==> src/rtl/ex_muldiv_unit_pkg.sv <==
// Shared encodings for the RV32M iterative multiply/divide unit.
package ex_muldiv_unit_pkg;

    localparam logic [2:0] OP_MUL    = 3'b000;
    localparam logic [2:0] OP_MULH   = 3'b001;
    localparam logic [2:0] OP_MULHSU = 3'b010;
    localparam logic [2:0] OP_MULHU  = 3'b011;
    localparam logic [2:0] OP_DIV    = 3'b100;
    localparam logic [2:0] OP_DIVU   = 3'b101;
    localparam logic [2:0] OP_REM    = 3'b110;
    localparam logic [2:0] OP_REMU   = 3'b111;

    typedef enum logic [1:0] {
        ST_IDLE = 2'd0,
        ST_CALC = 2'd1,
        ST_SIGN = 2'd2,
        ST_DONE = 2'd3
    } state_e;

    localparam logic [31:0] DIV_ZERO_Q = 32'hFFFF_FFFF;
    localparam logic [31:0] INT_MIN    = 32'h8000_0000;

    function automatic logic [31:0] neg_if(input logic n, input logic [31:0] v);
        return n ? (~v + 32'd1) : v;
    endfunction

endpackage

==> src/rtl/ex_muldiv_unit_muldiv_step.sv <==
// One iteration of the datapath: mode=0 shift-add multiply, mode=1 restoring divide.
module muldiv_step #(
    parameter int XLEN = 32
) (
    input  logic              mode,
    input  logic [2*XLEN-1:0] acc_i,
    input  logic [XLEN-1:0]   opnd_i,
    output logic [2*XLEN-1:0] acc_o
);

    logic [XLEN:0]   sum;
    logic [XLEN:0]   rem_sh;
    logic [XLEN-1:0] diff;
    logic            ge;

    always_comb begin
        sum    = {1'b0, acc_i[2*XLEN-1:XLEN]} + {1'b0, opnd_i};
        // Remainder after shifting in the next dividend bit; 33 bits so nothing is lost.
        rem_sh = acc_i[2*XLEN-1:XLEN-1];
        ge     = rem_sh >= {1'b0, opnd_i};
        // Result is below the divisor, so the low XLEN bits are exact.
        diff   = rem_sh[XLEN-1:0] - opnd_i;
        acc_o  = acc_i;
        if (mode) begin
            if (ge) acc_o = {diff, acc_i[XLEN-2:0], 1'b1};
            else    acc_o = {rem_sh[XLEN-1:0], acc_i[XLEN-2:0], 1'b0};
        end else begin
            if (acc_i[0]) acc_o = {sum, acc_i[XLEN-1:1]};
            else          acc_o = {1'b0, acc_i[2*XLEN-1:1]};
        end
    end

endmodule

==> src/rtl/ex_muldiv_unit.sv <==
// Iterative RV32M multiply/divide engine beside the EX-stage ALU.
// Works on magnitudes for 32 cycles, then applies the sign in one fix-up cycle.
module ex_muldiv_unit #(
    parameter int XLEN  = 32,
    parameter int STEPS = 32
) (
    input  logic            clk,
    input  logic            rst,
    input  logic            start,
    input  logic [2:0]      op,
    input  logic [XLEN-1:0] data1,
    input  logic [XLEN-1:0] data2,
    input  logic [4:0]      dest_addr,
    input  logic            flush,
    output logic            stall,
    output logic            busy,
    output logic [XLEN-1:0] result,
    output logic            result_valid,
    output logic [4:0]      result_dest
);
    import ex_muldiv_unit_pkg::*;

    localparam int CW = $clog2(STEPS);

    state_e            state_q, state_d;
    logic [CW-1:0]     cnt_q, cnt_d;
    logic [2:0]        op_q, op_d;
    logic [4:0]        dest_q, dest_d;
    logic [4:0]        result_dest_q, result_dest_d;
    logic [2*XLEN-1:0] acc_q, acc_d, acc_step, prod_fix;
    logic [XLEN-1:0]   opnd_q, opnd_d;
    logic [XLEN-1:0]   result_q, result_d, sel;
    logic              neg_q, neg_d;

    logic              accept, is_div, sgn1, sgn2, neg1, neg2, div_zero, ovf;
    logic [XLEN-1:0]   mag1, mag2;

    muldiv_step #(.XLEN(XLEN)) u_step (
        .mode   (op_q[2]),
        .acc_i  (acc_q),
        .opnd_i (opnd_q),
        .acc_o  (acc_step)
    );

    always_comb begin
        accept   = start & ~flush;
        is_div   = op[2];
        sgn1     = ~(op == OP_MULHU || op == OP_DIVU || op == OP_REMU);
        sgn2     = (op == OP_MUL || op == OP_MULH || op == OP_DIV || op == OP_REM);
        neg1     = sgn1 & data1[XLEN-1];
        neg2     = sgn2 & data2[XLEN-1];
        mag1     = neg_if(neg1, data1);
        mag2     = neg_if(neg2, data2);
        div_zero = is_div & (data2 == '0);
        ovf      = (op == OP_DIV || op == OP_REM) & (data1 == INT_MIN) & (data2 == '1);
    end

    // Sign fix-up and output selection, registered during SIGN.
    always_comb begin
        prod_fix = neg_q ? (~acc_q + 1'b1) : acc_q;
        case (op_q)
            OP_MUL:                       sel = prod_fix[XLEN-1:0];
            OP_MULH, OP_MULHSU, OP_MULHU: sel = prod_fix[2*XLEN-1:XLEN];
            OP_DIV, OP_DIVU:              sel = neg_if(neg_q, acc_q[XLEN-1:0]);
            default:                      sel = neg_if(neg_q, acc_q[2*XLEN-1:XLEN]);
        endcase
    end

    always_comb begin
        state_d       = state_q;
        cnt_d         = cnt_q;
        op_d          = op_q;
        dest_d        = dest_q;
        result_dest_d = result_dest_q;
        acc_d         = acc_q;
        opnd_d        = opnd_q;
        result_d      = result_q;
        neg_d         = neg_q;

        case (state_q)
            ST_IDLE: begin
                if (accept) begin
                    op_d   = op;
                    dest_d = dest_addr;
                    cnt_d  = '0;
                    // Remainder follows the dividend; everything else is sign1^sign2.
                    neg_d  = (is_div & op[1]) ? neg1 : (neg1 ^ neg2);
                    if (div_zero || ovf) begin
                        if (div_zero) result_d = op[1] ? data1 : DIV_ZERO_Q;
                        else          result_d = op[1] ? '0 : INT_MIN;
                        result_dest_d = dest_addr;
                        state_d       = ST_DONE;
                    end else begin
                        acc_d   = {{XLEN{1'b0}}, is_div ? mag1 : mag2};
                        opnd_d  = is_div ? mag2 : mag1;
                        state_d = ST_CALC;
                    end
                end
            end
            ST_CALC: begin
                acc_d = acc_step;
                cnt_d = cnt_q + 1'b1;
                if (cnt_q == CW'(STEPS - 1)) begin
                    cnt_d   = '0;
                    state_d = ST_SIGN;
                end
            end
            ST_SIGN: begin
                result_d      = sel;
                result_dest_d = dest_q;
                state_d       = ST_DONE;
            end
            default: state_d = ST_IDLE;
        endcase

        if (flush) begin
            state_d       = ST_IDLE;
            cnt_d         = '0;
            result_d      = result_q;
            result_dest_d = result_dest_q;
        end
    end

    always_ff @(posedge clk) begin
        if (rst) begin
            state_q       <= ST_IDLE;
            cnt_q         <= '0;
            op_q          <= '0;
            dest_q        <= '0;
            result_dest_q <= '0;
            acc_q         <= '0;
            opnd_q        <= '0;
            result_q      <= '0;
            neg_q         <= 1'b0;
        end else begin
            state_q       <= state_d;
            cnt_q         <= cnt_d;
            op_q          <= op_d;
            dest_q        <= dest_d;
            result_dest_q <= result_dest_d;
            acc_q         <= acc_d;
            opnd_q        <= opnd_d;
            result_q      <= result_d;
            neg_q         <= neg_d;
        end
    end

    // The pipeline advances in DONE so EX/MEM captures the result that cycle.
    assign stall        = (state_q == ST_IDLE && accept) || state_q == ST_CALC || state_q == ST_SIGN;
    assign busy         = state_q != ST_IDLE;
    assign result_valid = (state_q == ST_DONE) & ~flush;
    assign result       = result_q;
    assign result_dest  = result_dest_q;

endmodule

==> config.mk <==
export PLATFORM = sky130hd
export DESIGN_NAME = ex_muldiv_unit
export DESIGN_NICKNAME = d
export VERILOG_FILES = /design/src/rtl/ex_muldiv_unit_pkg.sv /design/src/rtl/ex_muldiv_unit_muldiv_step.sv /design/src/rtl/ex_muldiv_unit.sv
export SDC_FILE = /design/constraint.sdc
export NUM_CORES = 1
export LEC_CHECK = 0
export BUFFER_PORTS_ARGS = -buffer_cell sky130_fd_sc_hd__buf_2
export CAP_MARGIN = 20
export CORE_UTILIZATION = 50
export CTS_CLUSTER_DIAMETER = 30
export CTS_CLUSTER_SIZE = 24
export DETAILED_ROUTE_END_ITERATION = 6
export PLACE_DENSITY = 0.71
export SLEW_MARGIN = 20
export SYNTH_ARGS = -nofsm -noshare
export SYNTH_HDL_FRONTEND = slang
export SYNTH_SLANG_ARGS = --single-unit
==> constraint.sdc <==
create_clock -name clk -period 4.2 [get_ports clk]
set_clock_uncertainty 0.15 [all_clocks]
set_input_delay 0.84 -clock clk [delete_from_list [all_inputs] [get_ports clk]]
set_output_delay 0.84 -clock clk [all_outputs]
set_load 0.005 [all_outputs]
* After elaboration in Yosys (flattened, before gate mapping)
Cells that the tools add are included.
** Operators by class
- Add/sub/neg operators :: 8
- Magnitude comparators :: 1
- Eq/ne operators :: 21
- Multiplexer cells :: 31
- Bitwise operators :: 17
- Reductions and logical operators :: 26
** Operator list (number)
- 64-bit 2-to-1 mux :: 6
- 32-bit 2-to-1 mux :: 11
- 32-bit by 1-bit adder with 32-bit output (second input constant) :: 4
- 32-bit inverter :: 4
- 64-bit one-hot mux with 2 select lines :: 1
- 32-bit one-hot mux with 3 select lines :: 1
- 64-bit by 1-bit adder with 64-bit output (second input constant) :: 1
- 32-bit == test (second input constant) :: 2
- 64-bit inverter :: 1
- 32-bit one-hot mux with 2 select lines :: 1
- 32-bit by 32-bit adder with 33-bit output :: 1
- 33-bit by 32-bit >= comparator with 1-bit output :: 1
- 32-bit zero test :: 1
- 32-bit subtractor :: 1
- 5-bit 2-to-1 mux :: 4
- 5-bit one-hot mux with 2 select lines :: 2
- 3-bit == test (second input constant) :: 6
- 3-bit by 2-bit == test with 1-bit output (second input constant) :: 3
- 1-bit logical OR :: 9
- 1-bit AND :: 8
- 2-bit inequality test (second input constant) :: 4
- 3-bit by 1-bit == test with 1-bit output (second input constant) :: 2
- 3-bit zero test :: 2
- 2-bit 2-to-1 mux :: 3
- other kinds (16) :: 25
** Word-level totals
- Flip-flop bits (word level) :: 149
- Bits of input ports :: 76
- Output and inout port bits :: 40
- Logic and storage cells :: 113

* Logic depth before layout (Yosys ltp)
Gate-level depths: netlist of run 1.
- Word-level depth :: 10
- Gate-level depth with buffers :: 14
- Gate-level depth less buffers :: 13

* By module
Synthesis of run 1 repeated with hierarchy kept, for this count alone.
** Unflattened totals
- Cells, all modules :: 2328
- Area total of the unflattened synthesis :: 16522.1 um2
** Modules (own cells, without submodules)
- ex_muldiv_unit :: instances 1, cells each 1576, area each 11402.2 um2, sequential area each 2982.9 um2
- muldiv_step :: instances 1, cells each 752, area each 5119.9 um2, sequential area each 0.0 um2

* Worst setup path before layout of run 1
No wires, ideal clock.
- Kind :: input to register
- Start point :: input port data1[0]
- End point :: register acc_q[61]
- Library setup time :: 0.117 ns
- Arrival time :: 3.142 ns
- Data required time :: 3.933 ns
- Path slack :: 0.791 ns
- Cell stages on the path :: 12
- Path buffers :: 1
- Cells stage by stage :: inv_1 ha_1 or4b_2 nor4_2 nand2_1 o21ai_4 and2_1 nor3_1 buf_2 o31ai_1 a31oi_1 a22o_1
** On the way
- Word-level cells in the longest chain between the ends :: 6
** RTL lines
- from (decl) :: RTL line ex_muldiv_unit.sv:11 : input logic [XLEN-1:0] data1,
- 32-bit == test :: RTL line ex_muldiv_unit.sv:55 : ovf = (op == OP_DIV || op == OP_REM) & (data1 == INT_MIN) & (data2 == '1);
- 1-bit AND (2 in series) :: RTL line ex_muldiv_unit.sv:55
- 1-bit logical OR :: RTL line ex_muldiv_unit.sv:88 : if (div_zero || ovf) begin
- 2-bit inequality test (no source line)
- 3-bit AND reduction (no source line)
- to (signal assigned) :: RTL line ex_muldiv_unit.sv:131 : acc_q <= '0;
- to (signal assigned) :: RTL line ex_muldiv_unit.sv:141 : acc_q <= acc_d;
- to (decl) :: RTL line ex_muldiv_unit.sv:30 : logic [2*XLEN-1:0] acc_q, acc_d, acc_step, prod_fix;
Every way passes these cells.
A chain may end at the register's enable or synchronous reset.

* Final worst setup path of run 1
- Start point :: register opnd_q[0]
- End point :: register acc_q[62]
** On the way
- Word-level cells in the longest chain between the ends :: 4
- Elaborated cells on any way between the ends :: 7
- Those cells by class :: 2 x add/sub; 1 x order compare; 4 x mux
** RTL lines
- from (decl) :: RTL line ex_muldiv_unit.sv:31 : logic [XLEN-1:0] opnd_q, opnd_d;
- from (signal assigned) :: RTL line ex_muldiv_unit.sv:142 : opnd_q <= opnd_d;
- 32-bit by 32-bit adder with 33-bit output, or another cell as far along :: RTL line ex_muldiv_unit_muldiv_step.sv:17 : sum = {1'b0, acc_i[2*XLEN-1:XLEN]} + {1'b0, opnd_i};
- 64-bit 2-to-1 mux, on equally long branches :: RTL line ex_muldiv_unit_muldiv_step.sv:28, ex_muldiv_unit_muldiv_step.sv:25
- 64-bit 2-to-1 mux (*) :: RTL line ex_muldiv_unit_muldiv_step.sv:24 : if (mode) begin
- 64-bit one-hot mux with 2 select lines (*) :: RTL line ex_muldiv_unit.sv:80 : case (state_q)
Every way passes the cells marked *; elsewhere a longest branch is shown, timed or not.

==> results.sh, run 1 <==
export IMPL_status="complete, no violations"
export IMPL_arrival_ns=4.12
export IMPL_layout_nets=2381
export IMPL_tightest_slew_ns=0.936
export IMPL_grt_start_max_net_pins=83
export IMPL_postCtsSetupRepairBufs=0
export IMPL_ant_nets=0
export IMPL_slew_headroom=0.370
export IMPL_tritoncts="built"
export IMPL_async_flop_share=0
export IMPL_crit_path_frequent_cell="o21ai_0"
export IMPL_synth_warnings=0
export IMPL_mappedNetlistArea_um2=15400
export IMPL_hold_path_class="reg2reg"
export IMPL_leakage_nw=6.98
export IMPL_syn_area_per_cell_um2=7.22
export IMPL_dr_wl_met3_um=7570
export IMPL_swShare=0.392
export IMPL_intPower_mw=2.92
export IMPL_yosysTopAreaCell="dfxtp_1"
export IMPL_cap_violations=0
export IMPL_grtUsageTotal=0.384
export IMPL_power_density_nw_per_um2=277
export IMPL_slowest_delay_ns=0.47
export IMPL_hpwl_um=47600
export IMPL_dieArea_um2=31600
export IMPL_clock_path_buffers=2
export IMPL_syn_to_final_growth_pct=12.2
export IMPL_crit_path_max_fanout=3
export IMPL_routed_via_density=6.56
export IMPL_drive_above_1_share=0.151
export IMPL_slowest_stage="a21oi_1"
export IMPL_maxSlewViolCount=0
export IMPL_path_clk_slew_ns=0.08
export IMPL_io_pins=116
export IMPL_yosys_register_bits=149
export IMPL_cts_root_buffer="clkbuf_16"
export IMPL_setup_viol=0
export IMPL_pwr_share_seq=0.330
export IMPL_die_w_um=178
export IMPL_die_h_um=178
export IMPL_end_kind="register"
export IMPL_p_total_mw=4.81
export IMPL_grt_pass1_wl_um=91600
export IMPL_syn_nets=2294
export IMPL_ctsResizeCount=0
export IMPL_cts_max_level=4
export IMPL_rows=63
export IMPL_diodes=0
export IMPL_m1WireLength_um=25600
export IMPL_grt_ovfl_total=0
export IMPL_clkPwrFrac=0.334
export IMPL_critPathRequiredTime_ns=4.42
export IMPL_p_switching_mw=1.89
export IMPL_clk_latency_ns=0.45
export IMPL_fin_crit_ns=3.90
export IMPL_yosys_top_cells_area="dfxtp_1 19%, ha_1 6.2%, o21ai_0 5.4%"
export IMPL_synth_cell_types=95
export IMPL_yosysSeqAreaShare=0.193
export IMPL_hold_viol=0
export IMPL_drcViolationCount=0
export IMPL_routabilityCongestion=1.01
export IMPL_wl_met2_um=25600
export IMPL_grt_pass1_vias=15300
export IMPL_fmax_mhz=256
export IMPL_top_layer="met4"
export IMPL_drtIter0Drc=2284
export IMPL_wl_um=61200
export IMPL_numPortBuffers=115
export IMPL_clock_sinks=149
export IMPL_post_synth_top_area_fraction=0.193
export IMPL_antenna_found_initial=0
export IMPL_worstSetupStartpointType="register"
export IMPL_synth_ff_type="dfxtp_1"
export IMPL_synth_edf_count=0
export IMPL_postSynthCellCount=2140
export IMPL_start_util=0.514
export IMPL_power_frac_comb=0.335
export IMPL_vias=17300
export IMPL_rsz0062_at_grt="false"
export IMPL_cts_hold_buf=0
export IMPL_crit_type="reg2reg"
export IMPL_cts_made_buffers=17
export IMPL_fin_crit_sh=0.929
export IMPL_wire_per_inst_um=23.3
export IMPL_fin_tns_setup_ns=0
export IMPL_irDropWorstVdd_mv=0.293
export IMPL_core_area_um2=30000
export IMPL_path_cells="ha_1, inv_1, fa_1, a21o_1, a221oi_1, o21ai_0, a21oi_1, o21bai_1, a211o_1, a311oi_1, o221ai_1, o21ai_0"
export IMPL_dr_pass1_iters=6
worst max-delay path, delay by kind of cell, from the launching register on:
kind	cells	cell delay, ns
AOI/OAI and AO/OA	9	2.59
adders and majority gates	2	0.62
buffers and inverters	1	0.06
DFF	1	0.42
per-layer routing:
| layer | vias up | GRT usage |
|---|---|---|
| met5 | - | 0 |
| met4 | 0 | 0.149 |
| met3 | 113 | 0.0898 |
| met2 | 1060 | 0.560 |
| met1 | 8064 | 0.540 |
| li1 | 8016 | - |
power by group through the flow:
stage | combinational (mW) | clock (mW) | sequential (mW)
after CTS | 1.57 | 1.60 | 1.58
after detailed placement | 1.56 | 0 | 1.61
after floorplan | 1.05 | 0 | 1.56
after global placement | 1.54 | 0 | 1.61
after global routing | 1.73 | 1.65 | 1.59
final | 1.61 | 1.61 | 1.59
logic make-up (layout without fill, tap and decap cells):
family	count (synthesis)	count (layout)	share of synthesized area
AO/OA/AOI/OAI	695	695	0.295
flip-flops	149	149	0.193
XOR/XNOR	169	169	0.0958
multiplexers	87	87	0.0591
adder cells (fa/ha/maj)	78	78	0.0642
buffers and inverters	229	329	0.0617
AND/OR/NAND/NOR	733	733	0.231
worst paths after layout:
| path | depth (start not counted) | endpoint | slack, ns | from |
|---|---|---|---|---|
| worst max-delay path | 12 | acc_q[62]$_SDFFE_PP0P_ | 0.30 | opnd_q[0]$_SDFFE_PP0P_ |
| worst min-delay path | 2 | dest_q[3]$_SDFFE_PP0P_ | 0.31 | dest_q[3]$_SDFFE_PP0P_ |
| worst max register to register | 12 | acc_q[62]$_SDFFE_PP0P_ | 0.30 | opnd_q[0]$_SDFFE_PP0P_ |
| worst min register to register | 2 | dest_q[3]$_SDFFE_PP0P_ | 0.31 | dest_q[3]$_SDFFE_PP0P_ |
flip-flops by register name (all words and copies together) (netlist names):
register / cells
result: 32
dest_q: 5
opnd_q: 32
neg_q: 1
result_dest: 5
op_q: 3
acc_q: 64
cnt_q: 5
state_q: 2
cell type report:
cell class | count | area, um^2
Tap cell | 390 | 488
Clock buffer | 18 | 429
Clock inverter | 14 | 160
Fill cell | 2879 | 12700
Timing Repair Buffer | 224 | 1470
Sequential cell | 149 | 2990
Inverter | 73 | 274
Multi-Input combinational cell | 1762 | 11500
cells in the final DEF (no fill, tap or decap), drive strengths merged, types with 9 or more instances in the layout:
cell	instances
o21bai	10
or2	11
nand2	221
o22ai	10
xor2	83
a21o	32
nand3	38
nor4	22
o21a	13
dfxtp	149
inv	79
nor2	217
buf	224
nor2b	16
nand4	28
ha	76
and2	25
or4	22
a311oi	21
a211oi	86
mux2i	53
o211ai	28
a22o	13
nor3	69
o31ai	28
a31oi	30
clkbuf	18
o221ai	10
mux2	34
a21oi	161
nand2b	14
xnor2	86
o41ai	13
a32o	9
and3	13
or3	15
o21ai	177
cells in the mapped netlist (15+ instances only):
master    count
o211ai_1     28
a21oi_1     160
a31oi_1      30
nand4_1      27
and2_1       25
or4_1        16
mux2_2       34
clkbuf_1    123
xor2_1       83
nor2_1      213
nor2b_1      16
xnor2_1      86
mux2i_1      53
buf_2        15
a21o_1       32
dfxtp_1     149
inv_1        70
ha_1         76
nand3_1      37
o31ai_1      26
o21ai_0     167
nand2_1     221
a311oi_1     21
nor3_1       66
nor4_1       19
a211oi_1     85
metrics by stage:
step           hold WS [ns]  utilization  setup slack, ns  std cells  area [um^2]
4_1_cts               0.308        0.577            0.452       2630        17300
5_1_grt               0.340        0.577            0.148       2630        17300
2_1_floorplan         0.286            -            0.791       2140        15400
6_report              0.306        0.577            0.299       2630        17300
3_5_place_dp          0.298        0.558            0.182       2598        16700
3_3_place_gp          0.292        0.558            0.340       2598        16700
Power figures use the tool's default switching activity.
==> run 2, diff against run 1 <==
- REMOVE_ABC_BUFFERS: default -> 1
==> results.sh, run 2 (same netlist as run 1, synthesis figures left out) <==
export IMPL_status="complete, no violations"
export IMPL_grt_pass1_wl_um=86100
export IMPL_clock_path_buffers=2
export IMPL_wl_um=56600
export IMPL_reg2reg_from="acc_q[34]$_SDFFE_PP0P_"
export IMPL_path_cells="ha_1, o211ai_1, o21bai_1, o21ai_0, a31oi_1, o221ai_1, a211oi_1, a2111oi_0, o221ai_1, o21ai_0"
export IMPL_seq_area_um2=2990
export IMPL_grt_ovfl_total=0
export IMPL_cap_violations=0
export IMPL_leakage_nw=6.91
export IMPL_layout_commonest_cell="nand2_1"
export IMPL_largest_register="acc_q"
export IMPL_slew_headroom=0.329
export IMPL_hpwl_um=43400
export IMPL_fillers=2893
export IMPL_min_to="dest_q[0]$_SDFFE_PP0P_"
export IMPL_maxSlewViolCount=0
export IMPL_die_w_um=178
export IMPL_crit_buf_inv=0
export IMPL_die_h_um=178
export IMPL_critPathRequiredTime_ns=4.39
export IMPL_tightest_slew_ns=1.00
export IMPL_worstSetupStartpointType="register"
export IMPL_rr_worst_depth=10
export IMPL_min_path_cells=2
export IMPL_cts_root_buffer="clkbuf_16"
export IMPL_tritoncts="built"
export IMPL_arrival_ns=4.17
export IMPL_antenna_found_initial=1
export IMPL_drcViolationCount=0
export IMPL_power_density_nw_per_um2=278
export IMPL_slowest_delay_ns=0.63
export IMPL_largest_reg_flops=64
export IMPL_syn_to_final_growth_pct=11.7
export IMPL_clk_latency_ns=0.46
export IMPL_hold_viol=0
export IMPL_core_area_um2=30000
export IMPL_multi_input_area_um2=11500
export IMPL_fmax_mhz=251
export IMPL_utilization=0.574
export IMPL_routed_via_density=6.56
export IMPL_grt_pass1_vias=15200
export IMPL_crit_type="reg2reg"
export IMPL_worstReg2RegEnd="acc_q[62]$_SDFFE_PP0P_"
export IMPL_grt_start_max_net_pins=84
export IMPL_worst_slack_ns=0.215
export IMPL_diodes=0
export IMPL_routabilityCongestion=0.952
export IMPL_postCtsSetupRepairBufs=0
export IMPL_crit_path_max_fanout=10
export IMPL_vias=17100
export IMPL_path_clk_slew_ns=0.07
export IMPL_rrSetupSlack_ns=0.22
export IMPL_rsz0062_at_grt="false"
export IMPL_start_util=0.514
export IMPL_ant_nets=0
export IMPL_grtUsageTotal=0.352
export IMPL_fin_crit_ns=3.98
export IMPL_numPortBuffers=115
export IMPL_cts_max_level=4
export IMPL_cts_hold_buf=0
export IMPL_layout_nets=2365
export IMPL_hold_path_class="reg2reg"
export IMPL_fin_crit_sh=0.949
export IMPL_whs_ns=0.308
export IMPL_dieArea_um2=31600
export IMPL_rows=63
export IMPL_wire_per_inst_um=21.6
export IMPL_dr_pass1_iters=7
export IMPL_end_kind="register"
export IMPL_io_pins=116
export IMPL_clock_sinks=149
export IMPL_cts_made_buffers=17
export IMPL_layout_common_cells="221 x nand2_1, 212 x nor2_1, 167 x o21ai_0"
export IMPL_setup_viol=0
export IMPL_drive_above_1_share=0.145
export IMPL_irDropWorstVdd_mv=0.310
export IMPL_pre_cts_ws_ns=0.192
export IMPL_drtIter0Drc=2117
export IMPL_ctsResizeCount=0
export IMPL_min_from="dest_q[0]$_SDFFE_PP0P_"
export IMPL_slowest_stage="dfxtp_1"
export IMPL_crit_family="compound AO/OA/AOI/OAI gates"
## run 2: power by group
part / internal (mW) / leakage (nW) / switching (mW)
Clock: 0.998 / 0.300 / 0.692
Sequential: 1.47 / 1.21 / 0.105
Combinational: 0.577 / 5.40 / 0.944
## run 2: worst max path at each step
stage	endpoint	depth (start not counted)	slack, ns	start
5_1_grt	acc_q[62]$_SDFFE_PP0P_	10	0.16	acc_q[33]$_SDFFE_PP0P_
3_3_place_gp	acc_q[56]$_SDFFE_PP0P_	12	0.19	data1[0]
3_5_place_dp	acc_q[56]$_SDFFE_PP0P_	13	0.19	data1[0]
4_1_cts	acc_q[62]$_SDFFE_PP0P_	10	0.40	acc_q[34]$_SDFFE_PP0P_
2_1_floorplan	result[25]$_SDFFE_PP0P_	9	-0.30	op_q[2]$_SDFFE_PP0P_
6_report	acc_q[62]$_SDFFE_PP0P_	10	0.22	acc_q[34]$_SDFFE_PP0P_
## run 2: per-stage QoR
stage | power [mW] | instance area, um^2 | cells | TNS [ns]
2_1_floorplan | 2.55 | 14800 | 1984 | -0.880
3_3_place_gp | 3.06 | 16600 | 2582 | 0
3_5_place_dp | 3.08 | 16600 | 2582 | 0
4_1_cts | 4.76 | 17200 | 2614 | 0
5_1_grt | 4.97 | 17300 | 2614 | 0
6_report | 4.79 | 17300 | 2614 | 0
## run 2: cell type report
type / instances / area share
clock buffers: 17 / 0.0247
clock inverters: 15 / 0.0119
multi-input cells: 1762 / 0.669
repair buffers: 208 / 0.0776
inverters: 73 / 0.0159
well taps: 390 / 0.0283
flip-flops and latches: 149 / 0.173
## run 2: worst register-to-register path: cells and delay by family (launching register included)
| family | cells | cell delay, ns |
|---|---|---|
| adders and majority gates | 1 | 0.34 |
| AOI/OAI and AO/OA | 9 | 2.75 |
| DFF | 1 | 0.63 |
## run 2: per-layer routing
layer | track usage | routed length (um) | vias up
met3 | 0.0587 | 4940 | 127
met1 | 0.482 | 24300 | 8125
li1 | - | - | 7998
met4 | 0.135 | 2050 | 0
met2 | 0.550 | 25300 | 898
met5 | 0 | 0 | -
